### src/rtl/rcv_protocol_pkg.sv
// Shared definitions for the serial packet receiver and its transmit partner.
// Holds the state encoding, frame geometry and the frame header constant.
package rcv_protocol_pkg;

  localparam int unsigned DATA_W   = 55;
  localparam int unsigned PRE_ONES = 5;
  localparam int unsigned CNT_W    = 6;

  // Start bit followed by the preamble ones, as sent on the wire.
  localparam logic [5:0] FRAME_HDR = 6'b01_1111;

  typedef enum logic [1:0] {
    StHunt     = 2'd0,
    StPreamble = 2'd1,
    StData     = 2'd2
  } rcv_state_e;

endpackage

### src/rtl/rcv_shift_reg.sv
// Serial-in/parallel-out shifter with a load-enabled output word register.
// The output register captures the word including the bit shifted in this cycle.
module rcv_shift_reg #(
  parameter int unsigned DATA_W = 55
) (
  input  logic              clk,
  input  logic              rst,
  input  logic              shift_en,
  input  logic              s_in,
  input  logic              load_en,
  output logic [DATA_W-1:0] data_out
);

  logic [DATA_W-1:0] shift_q;
  logic [DATA_W-1:0] data_q;
  logic [DATA_W-1:0] next_word;

  assign next_word = {shift_q[DATA_W-2:0], s_in};
  assign data_out  = data_q;

  always_ff @(posedge clk or posedge rst) begin
    if (rst) begin
      shift_q <= '0;
      data_q  <= '0;
    end else begin
      if (shift_en) shift_q <= next_word;
      if (load_en)  data_q  <= next_word;
    end
  end

endmodule

### src/rtl/rcv_protocol.sv
// Serial packet receiver: hunts for a start bit, checks the preamble and
// deserialises the payload, presenting it with a level valid/ack handshake.
module rcv_protocol
  import rcv_protocol_pkg::*;
#(
  parameter int unsigned DATA_W   = rcv_protocol_pkg::DATA_W,
  parameter int unsigned PRE_ONES = rcv_protocol_pkg::PRE_ONES,
  parameter int unsigned CNT_W    = rcv_protocol_pkg::CNT_W
) (
  input  logic              clk,
  input  logic              rst,
  input  logic              S_Data,
  input  logic              rx_ack,
  output logic [DATA_W-1:0] RX_Data,
  output logic              rx_valid,
  output logic              busy,
  output logic              frame_err,
  output logic              overrun
);

  rcv_state_e        state_q, state_d;
  logic [CNT_W-1:0]  pre_cnt_q, pre_cnt_d;
  logic [CNT_W-1:0]  bit_cnt_q, bit_cnt_d;
  logic              rx_valid_q, rx_valid_d;
  logic              busy_q, busy_d;
  logic              frame_err_q, frame_err_d;
  logic              overrun_q, overrun_d;
  logic              shift_en;
  logic              load_en;

  always_comb begin
    state_d     = state_q;
    pre_cnt_d   = pre_cnt_q;
    bit_cnt_d   = bit_cnt_q;
    frame_err_d = 1'b0;
    shift_en    = 1'b0;
    load_en     = 1'b0;

    unique case (state_q)
      StHunt: begin
        if (!S_Data) begin
          state_d   = StPreamble;
          pre_cnt_d = '0;
        end
      end
      StPreamble: begin
        if (S_Data) begin
          if (pre_cnt_q == CNT_W'(PRE_ONES - 1)) begin
            state_d   = StData;
            bit_cnt_d = CNT_W'(DATA_W);
          end else begin
            pre_cnt_d = pre_cnt_q + 1'b1;
          end
        end else begin
          // A broken preamble zero doubles as a fresh start bit.
          frame_err_d = 1'b1;
          pre_cnt_d   = '0;
        end
      end
      StData: begin
        shift_en  = 1'b1;
        bit_cnt_d = bit_cnt_q - 1'b1;
        if (bit_cnt_q == CNT_W'(1)) begin
          load_en = 1'b1;
          state_d = StHunt;
        end
      end
      default: state_d = StHunt;
    endcase

    busy_d = (state_d != StHunt);

    rx_valid_d = rx_valid_q;
    if (load_en) begin
      rx_valid_d = 1'b1;
    end else if (rx_ack && rx_valid_q) begin
      rx_valid_d = 1'b0;
    end

    overrun_d = overrun_q | (load_en & rx_valid_q & ~rx_ack);
  end

  always_ff @(posedge clk or posedge rst) begin
    if (rst) begin
      state_q     <= StHunt;
      pre_cnt_q   <= '0;
      bit_cnt_q   <= '0;
      rx_valid_q  <= 1'b0;
      busy_q      <= 1'b0;
      frame_err_q <= 1'b0;
      overrun_q   <= 1'b0;
    end else begin
      state_q     <= state_d;
      pre_cnt_q   <= pre_cnt_d;
      bit_cnt_q   <= bit_cnt_d;
      rx_valid_q  <= rx_valid_d;
      busy_q      <= busy_d;
      frame_err_q <= frame_err_d;
      overrun_q   <= overrun_d;
    end
  end

  rcv_shift_reg #(
    .DATA_W (DATA_W)
  ) u_shift_reg (
    .clk      (clk),
    .rst      (rst),
    .shift_en (shift_en),
    .s_in     (S_Data),
    .load_en  (load_en),
    .data_out (RX_Data)
  );

  assign rx_valid  = rx_valid_q;
  assign busy      = busy_q;
  assign frame_err = frame_err_q;
  assign overrun   = overrun_q;

endmodule

### config.mk
export PLATFORM = sky130hd
export DESIGN_NAME = rcv_protocol
export DESIGN_NICKNAME = d
export VERILOG_FILES = /design/src/rtl/rcv_protocol_pkg.sv /design/src/rtl/rcv_shift_reg.sv /design/src/rtl/rcv_protocol.sv
export SDC_FILE = /design/constraint.sdc
export NUM_CORES = 1
export LEC_CHECK = 0
export ABC_AREA = 0
export CAP_MARGIN = 20
export CELL_PAD_IN_SITES_DETAIL_PLACEMENT = 1
export CELL_PAD_IN_SITES_GLOBAL_PLACEMENT = 2
export CORE_UTILIZATION = 40
export CTS_CLUSTER_SIZE = 28
export DETAILED_ROUTE_END_ITERATION = 16
export PLACE_DENSITY = 0.8
export SYNTH_ARGS = -nofsm -noshare
export SYNTH_HDL_FRONTEND = slang
export SYNTH_HIERARCHICAL = 1
export SYNTH_SLANG_ARGS = --single-unit
### constraint.sdc
create_clock -name clk -period 7.8 [get_ports clk]
set_input_delay 1.56 -clock clk [delete_from_list [all_inputs] [get_ports clk]]
set_output_delay 1.56 -clock clk [all_outputs]
set_load 0.05 [all_outputs]
# --- Word-level counts from Yosys, hierarchy flattened ---
# Cells that the tools add are included.
totals:
  memories: 0
  elab_cells: 50
  register_bits: 127
  rom_bits: 0
  latch_bits: 0
  ram_bits: 0
  output_inout_bits: 59
  in_bits: 4
classes:
  multipliers: 0
  n_eq_ne: 8
  add_sub_neg: 2
  mux: 19
  n_shift: 0
  n_div: 0
  n_lt_le_gt_ge: 0
  n_bitwise: 4
  reduce_logical: 8
ops:
  columns: ["cell", "count"]
  rows:
  - ["$mux 6", 5]
  - ["$pmux 6 s2", 2]
  - ["$mux 2", 4]
  - ["$reduce_bool 2->1", 4]
  - ["$mux 1", 7]
  - ["$add 6x1->6 const B", 1]
  - ["$eq 6x1->1 const B", 1]
  - ["$eq 6x3->1 const B", 1]
  - ["$ne 2x2->1 const B", 3]
  - ["$pmux 2 s3", 1]
  - ["$reduce_and 3->1", 2]
  - ["$sub 6x1->6 const B", 1]
  - ["$ne 3x3->1 const B", 1]
  - ["$and 1x1->1", 2]
  - ["$eq 2x1->1 const B", 1]
  - ["$eq 2x2->1 const B", 1]
  - ["$logic_not 2->1", 1]
  - ["$logic_and 1x1->1", 1]
  - ["$not 1->1", 1]
  - ["$or 1x1->1", 1]

# --- Depth between registers and ports, before layout ---
logic_depth:
  ltp_word: 6
  mapped_depth: 7

# --- Modules after synthesis ---
# Netlist, hierarchy kept.
by_module_without_submodules:
  columns: ["module", "seq_area_each_um2", "area_per_inst_um2", "cells_each", "instances"]
  rows:
  - ["rcv_shift_reg", 2727.6, 4556.9, 231, 1]
  - ["rcv_protocol", 450.4, 913.4, 94, 1]

# --- Worst setup path before layout ---
# OpenSTA, ideal clock, no wires.
synth_timing:
  path_kind: "in2reg"
  start: "input port S_Data"
  end: "register pre_cnt_q[3]"
  slack_ns: 5.234
  t_arrival_ns: 2.488
  path_stages: 4
  required_ns: 7.722
  n_path_buf: 0
  setup_time_ns: 0.078
  cell_sequence: "nor2b_2 -> or3_1 -> or3_1 -> a21oi_1"
synth_between:
  elab_chain_len: 2
  elab_cells_between_ends: 5
synth_rtl:
  columns: ["element", "line_no", "text"]
  rows:
  - ["from (decl)", "rcv_protocol.sv:12", "input logic S_Data,"]
  - ["$ne 3x3->1 (no source line), or another cell as far along", null, null]
  - ["$reduce_and 3->1 (no source line) / $pmux 6 s2 (equally long branches)", null, null]
  - ["to (signal assigned)", "rcv_protocol.sv:94", "pre_cnt_q <= pre_cnt_d;"]
  - ["to (decl)", "rcv_protocol.sv:22", "logic [CNT_W-1:0] pre_cnt_q, pre_cnt_d;"]
# Several ways; a longest one is shown, not always the timed one.
# A chain may end at the register's enable or synchronous reset.

# --- Final worst setup path ---
layout_timing:
  start: "register u_shift_reg.data_q[51], in the netlist u_shift_reg/data_out[51]"
  end: "output port RX_Data[51]"
layout_rtl:
  columns: ["element", "line_no", "text"]
  rows:
  - ["from (decl)", "rcv_shift_reg.sv:15", "logic [DATA_W-1:0] data_q;"]
  - ["from (signal assigned)", "rcv_shift_reg.sv:27", "if (load_en) data_q <= next_word;"]
  - ["to (decl)", "rcv_protocol.sv:14", "output logic [DATA_W-1:0] RX_Data,"]
# No word-level cell between the ends.

==> flow_summary.json <==
{
  "worst_ep_required_time_ns": 6.24,
  "clkTransAtPathRegs_ns": 0.06,
  "utilization": 0.513,
  "layout.nets": 405,
  "yosys-top-cells-area": "sky130_fd_sc_hd__dfrtp_1 (58%), sky130_fd_sc_hd__mux2_4 (27%), sky130_fd_sc_hd__buf_12 (3.7%)",
  "dp_worst_setup_slack_ns": 4.41,
  "power_leakage_nw": 3.16,
  "worst-r2r-cell-count": 6,
  "postSynthNetCount": 333,
  "post-route-drc-count": 0,
  "reg2reg_to": "bit_cnt_q[4]$_DFFE_PP0P_",
  "cp_data_arrival_time_ns": 1.63,
  "rrSetupSlack_ns": 5.26,
  "holdPathEnd": "overrun$_DFF_PP0_",
  "cts_setup_buffers": 0,
  "worst_skew_pair_later_pin_latency_ns": 0.40,
  "area.growth.synth_to_final_pct": 24.6,
  "initial_antenna_violation_count": 0,
  "grt_pass1_vias": 3127,
  "slew_violations": 0,
  "skew_ns": 0.00526,
  "tritoncts": "done",
  "critical_path_launch_point_type": "flip-flop",
  "ctsRootBufferMaster": "sky130_fd_sc_hd__clkbuf_16",
  "worst_path_max_delay_cell": "sky130_fd_sc_hd__clkdlybuf4s50_1",
  "synth-seq-cells": 127,
  "grt-ovfl-total": 0,
  "placementRows": 42,
  "syn-cell-area_um2": 5470,
  "netlist_instances": 325,
  "initialDrtViolationCount": 153,
  "detailed_place_hpwl_mm": 6.19,
  "number_of_sinks_driven_by_the_clock_tree": 127,
  "setup_total_negative_slack_ns": 0,
  "portbufs": 62,
  "timing.slew.headroom": 0.310,
  "hold_viol": 0,
  "critical_path.max_fanout": 2,
  "setup.worst_path.end_class": "primary output",
  "cells_on_worst_hold_path": 1,
  "n_antenna_cell": 0,
  "count_of_antenna_violating_nets_left_after_detailed_routing": 0,
  "routed_via_density": 4.89,
  "most_common_library_cell_in_the_layout_ignoring_fill_and_taps": "sky130_fd_sc_hd__dfrtp_1",
  "synth.top_cell.area_share": 0.581,
  "mostFrequentLayoutCells": "sky130_fd_sc_hd__dfrtp_1 (127), sky130_fd_sc_hd__mux2_4 (100), sky130_fd_sc_hd__clkdlybuf4s50_1 (62)",
  "wire_length_per_cell_um": 17.2,
  "worstMarginPinSlew_ns": 1.04,
  "height_of_the_chip_um": 119,
  "post_cts_resize_count": 0,
  "ctsHtreeMaxLevel": 4,
  "maxCapViolCount": 0,
  "cpPeakStageDelay_ns": 0.87,
  "filler_cell_count": 1266,
  "grt_max_degree": 83,
  "cellPowerDensity_nw_per_um2": 248,
  "finalWorstPathRequiredPeriod_ns": 3.19,
  "hold_start": "overrun$_DFF_PP0_",
  "top_level_ports": 63,
  "drt_first_pass_iters": 4,
  "floorplan.initialDensity": 0.411,
  "setup_slack_ns": 4.61,
  "worst_path_dominant_cell_family": "buffers and inverters",
  "floorplan_core_area_um2": 13300,
  "worstPathCellList": "clkdlybuf4s50_1",
  "cts-buffers-inserted": 17,
  "rsz0062_at_grt": "no",
  "design.die.area_um2": 14100,
  "gp_routability_congestion": 0.773,
  "crit_path_category": "flip-flop to primary output",
  "ctsLongestPathBuffers": 2,
  "status": "finished, final reports clean",
  "final_min_period_over_clock_period": 0.409,
  "yosys.area.top_type": "sky130_fd_sc_hd__dfrtp_1",
  "setup_viol_count_final": 0,
  "hold_buffers": 0,
  "holdCritPathClass": "flip-flop to flip-flop",
  "vias": 2863,
  "route.final.wire_length_mm": 10.1,
  "average_cell_area_after_synthesis_um2": 16.8,
  "power_mw": 1.69,
  "ir_worst_vdd_uv": 159,
  "yosys_warnings": 6,
  "r2r-start": "state_q[1]$_DFF_PP0_",
  "groute.usage.overall": 0.160,
  "ratio_of_cells_with_drive_above_1_in_the_final_layout": 0.363,
  "yosysUniqueCellTypes": 35,
  "die_width_um": 119,
  "max_clock_freq_mhz": 313,
  "timing.critical_path.buf_inv": 1,
  "wire_length_of_the_first_global_routing_pass_mm": 17.5,
  "synth_sequential_area_ratio": 0.581
}
[per-layer routing]
| metal | up-vias | part of all wire | GRT usage |
|---|---|---|---|
| met3 | 8 | 0.029 | 0.0412 |
| met2 | 49 | 0.50 | 0.251 |
| met1 | 1516 | 0.46 | 0.216 |
| met5 | - | 0 | 0 |
| li1 | 1290 | - | - |
| met4 | 0 | 0.0091 | 0.0546 |
[worst max-delay path by stage]
stage                                         startpoint                             endpoint  cells past startpoint
floorplan                                            rst  u_shift_reg/data_out[0]$_DFFE_PP0P_                      1
global placement                                  S_Data             bit_cnt_q[3]$_DFFE_PP0P_                      5
detailed placement                                S_Data             bit_cnt_q[3]$_DFFE_PP0P_                      5
CTS                 u_shift_reg/data_out[53]$_DFFE_PP0P_                          RX_Data[53]                      1
global route        u_shift_reg/data_out[54]$_DFFE_PP0P_                          RX_Data[54]                      1
finish              u_shift_reg/data_out[51]$_DFFE_PP0P_                          RX_Data[51]                      1
[through the flow]
stage / hold WS, ns / instance area, um2 / instances
final: 0.478 / 6820 / 586
after CTS: 0.486 / 6790 / 585
after global placement: 0.467 / 6110 / 553
after global routing: 0.513 / 6820 / 586
after floorplan: 0.477 / 5470 / 325
after detailed placement: 0.470 / 6110 / 553
[flip-flops by register name, indices dropped and copies added (netlist names)]
signal / flops
u_shift_reg/data_out: 55
u_shift_reg/shift_q: 54
bit_cnt_q: 6
pre_cnt_q: 6
state_q: 2
busy: 1
frame_err: 1
overrun: 1
rx_valid: 1
[synthesized netlist by cell type]
| cell | number |
|---|---|
| sky130_fd_sc_hd__o211ai_1 | 2 |
| sky130_fd_sc_hd__and4_1 | 1 |
| sky130_fd_sc_hd__inv_1 | 8 |
| sky130_fd_sc_hd__o41ai_1 | 1 |
| sky130_fd_sc_hd__nand3_1 | 5 |
| sky130_fd_sc_hd__a22o_1 | 1 |
| sky130_fd_sc_hd__ha_1 | 4 |
| sky130_fd_sc_hd__a21oi_1 | 2 |
| sky130_fd_sc_hd__nand4_1 | 3 |
| sky130_fd_sc_hd__nand2b_1 | 3 |
| sky130_fd_sc_hd__nand4b_1 | 1 |
| sky130_fd_sc_hd__a21o_1 | 1 |
| sky130_fd_sc_hd__xor2_1 | 1 |
| sky130_fd_sc_hd__buf_12 | 10 |
| sky130_fd_sc_hd__or3_1 | 4 |
| sky130_fd_sc_hd__o21bai_1 | 1 |
| sky130_fd_sc_hd__xnor2_1 | 2 |
| sky130_fd_sc_hd__nor2b_2 | 1 |
| sky130_fd_sc_hd__and2_1 | 2 |
| sky130_fd_sc_hd__mux2_4 | 100 |
| sky130_fd_sc_hd__or4_1 | 1 |
| sky130_fd_sc_hd__nor4b_4 | 1 |
| sky130_fd_sc_hd__nor3_1 | 3 |
| sky130_fd_sc_hd__buf_6 | 2 |
| sky130_fd_sc_hd__nor2_1 | 5 |
| sky130_fd_sc_hd__mux2_2 | 9 |
| sky130_fd_sc_hd__nor4_1 | 3 |
| sky130_fd_sc_hd__nand2_1 | 12 |
| sky130_fd_sc_hd__dfrtp_1 | 127 |
| sky130_fd_sc_hd__inv_2 | 1 |
| sky130_fd_sc_hd__clkbuf_1 | 1 |
| sky130_fd_sc_hd__o21ai_0 | 3 |
| sky130_fd_sc_hd__o21ai_1 | 2 |
| sky130_fd_sc_hd__nor2b_1 | 1 |
| sky130_fd_sc_hd__o221ai_1 | 1 |
[kinds of logic after synthesis]
family | share of synthesized area
AO/OA/AOI/OAI | 0.0167
flip-flops | 0.581
adder cells (fa/ha/maj) | 0.00915
multiplexers | 0.293
XOR/XNOR | 0.00480
AND/OR/NAND/NOR | 0.0478
buffers and inverters | 0.0476
[power breakdown]
| part | switching, mW | internal [mW] | leakage [nW] |
|---|---|---|---|
| registers | 0.0234 | 0.678 | 1.74 |
| logic | 0.0536 | 0.0353 | 1.11 |
| clock network | 0.288 | 0.610 | 0.320 |
[layout make-up]
class                           count  area (um2)  share of cell area
Sequential cell                   127        3180               0.466
Multi-Input combinational cell    176        2030               0.298
Clock buffer                       19         443              0.0650
Timing Repair Buffer               66         671              0.0984
Inverter                            9        38.8             0.00569
Clock inverter                     13         234              0.0343
Tap cell                          176         220              0.0323
Note: power is estimated with default switching activity, not from simulation.
